[src/rtl/uart_receiver.sv]
// 8N1 UART receiver: 2-flop line synchronizer, oversampled start-bit hunt, LSB-first shift-in.
// Define UART_RX_MAJORITY_EN for 3-sample majority voting per bit (decision one tick later).
module uart_receiver #(
    parameter int OVERSAMPLE = 16,
    parameter int DATA_BITS  = 8
) (
    input  logic                 i_CLK,
    input  logic                 i_RESET_N,
    input  logic                 i_CLK_ENABLE,
    input  logic                 i_RX,
    output logic [DATA_BITS-1:0] o_DATA_OUT,
    output logic                 o_DATA_VALID,
    output logic                 o_FRAME_ERROR,
    output logic                 o_RX_BUSY
);

    localparam int TCW = $clog2(OVERSAMPLE);
    localparam int IW  = (DATA_BITS > 1) ? $clog2(DATA_BITS) : 1;

    localparam logic [TCW-1:0] TC_S    = TCW'(OVERSAMPLE / 2);
    localparam logic [TCW-1:0] TC_LAST = TCW'(OVERSAMPLE - 1);
    localparam logic [IW-1:0]  IDX_LAST = IW'(DATA_BITS - 1);
`ifdef UART_RX_MAJORITY_EN
    localparam logic [TCW-1:0] TC_SM1 = TCW'(OVERSAMPLE / 2 - 1);
    localparam logic [TCW-1:0] TC_D   = TCW'(OVERSAMPLE / 2 + 1);
`else
    localparam logic [TCW-1:0] TC_D   = TCW'(OVERSAMPLE / 2);
`endif

    typedef enum logic [2:0] {
        IDLE    = 3'd0,
        START   = 3'd1,
        DATA    = 3'd2,
        STOP    = 3'd3,
        RECOVER = 3'd4
    } state_e;

    state_e                 state_q, state_d;
    logic                   rx_meta_q, rx_meta_d;
    logic                   rx_s_q, rx_s_d;
    logic [TCW-1:0]         tc_q, tc_d;
    logic [IW-1:0]          idx_q, idx_d;
    logic [DATA_BITS-1:0]   shift_q, shift_d;
    logic [DATA_BITS-1:0]   data_q, data_d;
    logic                   valid_q, valid_d;
    logic                   ferr_q, ferr_d;
    logic                   busy_q, busy_d;
    logic                   at_d_s;
    logic                   at_last_s;
    logic                   bit_s;
`ifdef UART_RX_MAJORITY_EN
    logic                   m1_q, m1_d;
    logic                   m0_q, m0_d;

    function automatic logic maj3(input logic a, input logic b, input logic c);
        return (a & b) | (a & c) | (b & c);
    endfunction
`endif

    // Tick-qualified decode and the per-bit sampled value
    always_comb begin
        rx_meta_d = i_RX;
        rx_s_d    = rx_meta_q;
        at_d_s    = i_CLK_ENABLE && (tc_q == TC_D);
        at_last_s = i_CLK_ENABLE && (tc_q == TC_LAST);
`ifdef UART_RX_MAJORITY_EN
        bit_s     = maj3(m1_q, m0_q, rx_s_q);
`else
        bit_s     = rx_s_q;
`endif
    end

    // State register plus synchronizer; the synchronizer idles high like the line
    always_ff @(posedge i_CLK or negedge i_RESET_N) begin
        if (!i_RESET_N) begin
            state_q   <= IDLE;
            rx_meta_q <= 1'b1;
            rx_s_q    <= 1'b1;
        end else begin
            state_q   <= state_d;
            rx_meta_q <= rx_meta_d;
            rx_s_q    <= rx_s_d;
        end
    end

    // Next-state logic; every transition is gated by the oversample tick
    always_comb begin
        state_d = state_q;
        case (state_q)
            IDLE: begin
                if (i_CLK_ENABLE && !rx_s_q) begin
                    state_d = START;
                end else begin
                    state_d = IDLE;
                end
            end
            START: begin
                if (at_d_s && bit_s) begin
                    state_d = IDLE;
                end else if (at_last_s) begin
                    state_d = DATA;
                end else begin
                    state_d = START;
                end
            end
            DATA: begin
                if (at_last_s && (idx_q == IDX_LAST)) begin
                    state_d = STOP;
                end else begin
                    state_d = DATA;
                end
            end
            // Leave STOP at the decision tick so a following start edge is not missed
            STOP: begin
                if (at_d_s) begin
                    state_d = bit_s ? IDLE : RECOVER;
                end else begin
                    state_d = STOP;
                end
            end
            RECOVER: begin
                if (i_CLK_ENABLE && rx_s_q) begin
                    state_d = IDLE;
                end else begin
                    state_d = RECOVER;
                end
            end
            default: state_d = IDLE;
        endcase
    end

    // Counter, bit index and shift register updates
    always_comb begin
        tc_d    = tc_q;
        idx_d   = idx_q;
        shift_d = shift_q;
        if (i_CLK_ENABLE) begin
            case (state_q)
                IDLE: begin
                    tc_d  = '0;
                    idx_d = '0;
                end
                START: begin
                    if (tc_q == TC_LAST) begin
                        tc_d  = '0;
                        idx_d = '0;
                    end else begin
                        tc_d = tc_q + TCW'(1);
                    end
                end
                DATA: begin
                    if (tc_q == TC_D) begin
                        shift_d = {bit_s, shift_q[DATA_BITS-1:1]};
                    end else begin
                        shift_d = shift_q;
                    end
                    if (tc_q == TC_LAST) begin
                        tc_d  = '0;
                        idx_d = (idx_q == IDX_LAST) ? '0 : idx_q + IW'(1);
                    end else begin
                        tc_d = tc_q + TCW'(1);
                    end
                end
                STOP: begin
                    if (tc_q == TC_D) begin
                        tc_d = '0;
                    end else begin
                        tc_d = tc_q + TCW'(1);
                    end
                end
                RECOVER: tc_d = '0;
                default: begin
                    tc_d  = '0;
                    idx_d = '0;
                end
            endcase
        end else begin
            tc_d = tc_q;
        end
    end

`ifdef UART_RX_MAJORITY_EN
    // Capture the two early votes of the majority window
    always_comb begin
        m1_d = m1_q;
        m0_d = m0_q;
        if (i_CLK_ENABLE && (tc_q == TC_SM1)) begin
            m1_d = rx_s_q;
        end else begin
            m1_d = m1_q;
        end
        if (i_CLK_ENABLE && (tc_q == TC_S)) begin
            m0_d = rx_s_q;
        end else begin
            m0_d = m0_q;
        end
    end

    // Majority vote sample flops
    always_ff @(posedge i_CLK or negedge i_RESET_N) begin
        if (!i_RESET_N) begin
            m1_q <= 1'b1;
            m0_q <= 1'b1;
        end else begin
            m1_q <= m1_d;
            m0_q <= m0_d;
        end
    end
`else
    logic unused_s;
    assign unused_s = ^TC_S;
`endif

    // Output decode: pulses last one cycle since the stop decision is a single tick
    always_comb begin
        valid_d = 1'b0;
        ferr_d  = 1'b0;
        data_d  = data_q;
        busy_d  = (state_q != IDLE);
        if ((state_q == STOP) && at_d_s) begin
            if (bit_s) begin
                valid_d = 1'b1;
                data_d  = shift_q;
            end else begin
                ferr_d  = 1'b1;
            end
        end else begin
            data_d = data_q;
        end
    end

    // Datapath and registered outputs
    always_ff @(posedge i_CLK or negedge i_RESET_N) begin
        if (!i_RESET_N) begin
            tc_q    <= '0;
            idx_q   <= '0;
            shift_q <= '0;
            data_q  <= '0;
            valid_q <= 1'b0;
            ferr_q  <= 1'b0;
            busy_q  <= 1'b0;
        end else begin
            tc_q    <= tc_d;
            idx_q   <= idx_d;
            shift_q <= shift_d;
            data_q  <= data_d;
            valid_q <= valid_d;
            ferr_q  <= ferr_d;
            busy_q  <= busy_d;
        end
    end

    assign o_DATA_OUT    = data_q;
    assign o_DATA_VALID  = valid_q;
    assign o_FRAME_ERROR = ferr_q;
    assign o_RX_BUSY     = busy_q;

endmodule
[config.mk]
export PLATFORM = sky130hd
export DESIGN_NAME = uart_receiver
export DESIGN_NICKNAME = d
export VERILOG_FILES = /design/src/rtl/uart_receiver.sv
export SDC_FILE = /design/constraint.sdc
export NUM_CORES = 1
export LEC_CHECK = 0
export CAP_MARGIN = 20
export CORE_MARGIN = 5
export CORE_UTILIZATION = 35
export CTS_CLUSTER_DIAMETER = 30
export DETAILED_ROUTE_END_ITERATION = 10
export DONT_BUFFER_PORTS = 1
export PLACE_DENSITY = 0.59
export SKIP_CTS_REPAIR_TIMING = 1
export SKIP_LAST_GASP = 1
export SLEW_MARGIN = 40
export SYNTH_ARGS = -nofsm -noshare
export SYNTH_HDL_FRONTEND = slang
export SYNTH_SLANG_ARGS = --single-unit
export TNS_END_PERCENT = 50
[constraint.sdc]
create_clock -name i_CLK -period 3.6 [get_ports i_CLK]
set_clock_uncertainty 0.2 [all_clocks]
set_input_delay 0.36 -clock i_CLK [delete_from_list [all_inputs] [get_ports i_CLK]]
set_output_delay 0.36 -clock i_CLK [all_outputs]
set_load 0.05 [all_outputs]
==> results.md <==
* Status: finished clean
* Clk sink count at 31
* First-pass GRT wire length at 4870 um
* Mean Syn Cell Area at 12.4 um2
* Final ANT Viol Nets at 0
* Setup crit start: tc_q[0]
* Die Height at 75.9 um
* Vias in the first global route at 1,035
* Largest net degree at the start of global routing at 32
* Final hold vios at 0
* GPL Wtd Cong at 0.846
* Initial core utilization at 35.4%
* Initial DRC count at 36
* CP Launch Type: flop
* Rel. slew slack at 67.4%
* Synth warnings at 0
* FFs w/ async S/R, synth at 100%
* WL final at 2820 um
* DP HPWL at 1890 um
* Fill cell count at 427
* DR pass1 iterations at 4
* Met2 Wirelength at 1340 um
* Yosys top cell area share at 47.7%
* Antenna violations before repair at 0
* Crit-path cells: inv_1 > ha_1 > and4b_1 > nand4_4 > mux2_2
* Worst min-delay path category: input pin to flop
* Max Cap Viol at 0
* DR vias/cell at 5.39
* Power per cell area at 573 nW/um2
* DRC violations left at 0
* Clock latency on the worst-skew pair at 0.28 ns
* Port bufs at 0
* CP required at 3.57 ns
* Core area at 4290 um2
* Fmax at 510 MHz
* Yosys top cell by area: dfrtp_1
* Synth Cell Area at 1520 um2
* Post-layout min period at 1.96 ns
* Reg2reg start: tc_q[0]
* Lkg Pwr at 0.774 nW
* Die X-Extent at 75.9 um
* Drt wl/cell at 15.8 um
* Die ar. at 5760 um2
* Worst Setup Path Type: flop to flop
* Worst vdd ir at 0.341 mV
* Slowest-stage cell, CP: dfrtp_1
* Clk root buf: clkbuf_8
* Metal-1 WL at 1280 um
* Row Count at 24
* CP max stage delay at 0.40 ns
* EDFF count, synth at 0
* Via Count at 959
* GRT Total Usage at 10.3%
* Fin crit share at 54.5%
* Crit Path Max Fanout at 9
* Pwr Total at 947 uW
* RSZ-0062 raised after global routing: false
* Hold Startpoint: i_CLK_ENABLE
* Share of post-route cells with drive strength above 1 at 27.0%
* Cells after synthesis at 123
* Top_reg_cell synth: dfrtp_1
* Layout area overhead at 8.72%
* WL met3 at 140 um
* CTS H-Tree Depth at 2
* Ant. Diodes at 0
* Yosys cell types at 48
* Max-slew violations at 0
* Final nets at 133
* CTS tree: yes
* CP arrival at 1.93 ns
* Top Ports at 15
* Area contributors post-synth: dfrtp_1, mux2_2, dfstp_2
* #FFs+latches synth at 31
* Top Metal Used: met4
* Critical Path End Type: flop
* Worst-path clk slew at 0.06 ns
* CTS buffer count at 5
* Setup tns final at 0 ns
* Worst Hold Depth at 3
* Clock Tree Buf Depth at 2
* Setup Viol. Count Final at 0
* GR Overflow Total at 0
* Post-synthesis sequential area ratio at 51.2%
* Slew @ Worst Pin at 0.489 ns
* Worst r2r path cells at 5
* Post-Syn Nets at 131
[area by class of cell]
| class | instances | area, um2 | area share, % |
|---|---|---|---|
| Clock buffer | 7 | 86.3 | 5.22 |
| Clock inverter | 1 | 5.00 | 0.303 |
| Inverter | 11 | 41.3 | 2.50 |
| Multi-Input combinational cell | 72 | 627 | 37.9 |
| Sequential cell | 31 | 778 | 47.1 |
| Tap cell | 52 | 65.1 | 3.94 |
| Timing Repair Buffer | 4 | 50.0 | 3.03 |
[layout by cell type (no fill, tap or decap), types with 2 or more instances in the layout]
master         count
dfrtp_1           29
mux2_2            16
inv_1             10
clkbuf_8           6
nand2_1            5
nand3_1            4
ha_1               4
nor3_1             3
nand4b_1           3
dlygate4sd3_1      3
nor3b_1            2
o31ai_1            2
o21ai_0            2
o311ai_1           2
dfstp_2            2
[cell usage after synthesis, types with 2 or more instances]
cell      instances
o21ai_0           2
mux2_2           16
o311ai_1          2
inv_1            10
buf_4             3
nor3_1            3
o31ai_1           2
dfrtp_1          29
nand4b_1          3
buf_2             2
ha_1              4
nand2_1           5
buf_6             2
dfstp_2           2
nor3b_1           2
nand3_1           4
[power by group]
group	internal, mW	total, mW	switching, mW
registers	0.394	0.492	0.0981
clock network	0.154	0.274	0.120
logic	0.0895	0.181	0.0913
total	0.637	0.947	0.309
[metrics by stage]
stage | setup WS (ns) | hold WS, ns | cell area, um2 | util, % | instances
2_1_floorplan | 1.87 | -0.136 | 1520 | - | 123
3_3_place_gp | 1.66 | -0.134 | 1510 | 35.2 | 166
3_5_place_dp | 1.64 | -0.134 | 1510 | 35.2 | 166
4_1_cts | 1.63 | -0.445 | 1600 | 37.3 | 174
5_1_grt | 1.54 | 0.0908 | 1650 | 38.5 | 178
6_report | 1.64 | 0.0866 | 1650 | 38.5 | 178
[state kept, by name (all words and copies together) (netlist names)]
| register | cells |
|---|---|
| o_RX_BUSY | 1 |
| o_DATA_OUT | 8 |
| o_DATA_VALID | 1 |
| idx_q | 3 |
| o_FRAME_ERROR | 1 |
| state_q | 3 |
| shift_q | 8 |
| bit_s | 1 |
| tc_q | 4 |
| rx_meta_q | 1 |
[per-layer routing]
| metal | global-route usage, % | up-vias |
|---|---|---|
| li1 | - | 449 |
| met1 | 13.0 | 485 |
| met2 | 14.6 | 22 |
| met3 | 4.74 | 3 |
| met4 | 5.16 | 0 |
| met5 | 0 | - |
[cell families (layout without fill, tap and decap cells)]
logic type / Yosys count / after routing / share of synthesized area (%)
and+or+nand+nor: 32 / 32 / 15.1
DFF: 31 / 31 / 51.2
muxes: 17 / 17 / 12.5
buffers and inverters: 20 / 23 / 7.57
xor gates and xnor gates: 1 / 1 / 0.576
adders and majority gates: 5 / 5 / 3.95
AOI/OAI and AO/OA: 17 / 17 / 9.14
[final timing paths]
kind,slack [ns],to
hold reg to reg,0.16,bit_s
setup reg to reg,1.64,o_DATA_OUT[1]
max in group asynchronous,2.64,rx_meta_q
min in group asynchronous,0.33,shift_q[2]
setup / recovery,1.64,o_DATA_OUT[1]
hold / removal,0.09,state_q[2]
[worst max-delay path: cells and delay by family (launching register included)]
family / cells / cell delay [ns]
flip-flops: 1 / 0.40
adder cells (fa/ha/maj): 1 / 0.18
multiplexers: 1 / 0.35
buffers and inverters: 1 / 0.10
AND/OR/NAND/NOR: 2 / 0.63
(Power assumes the default switching activity.)
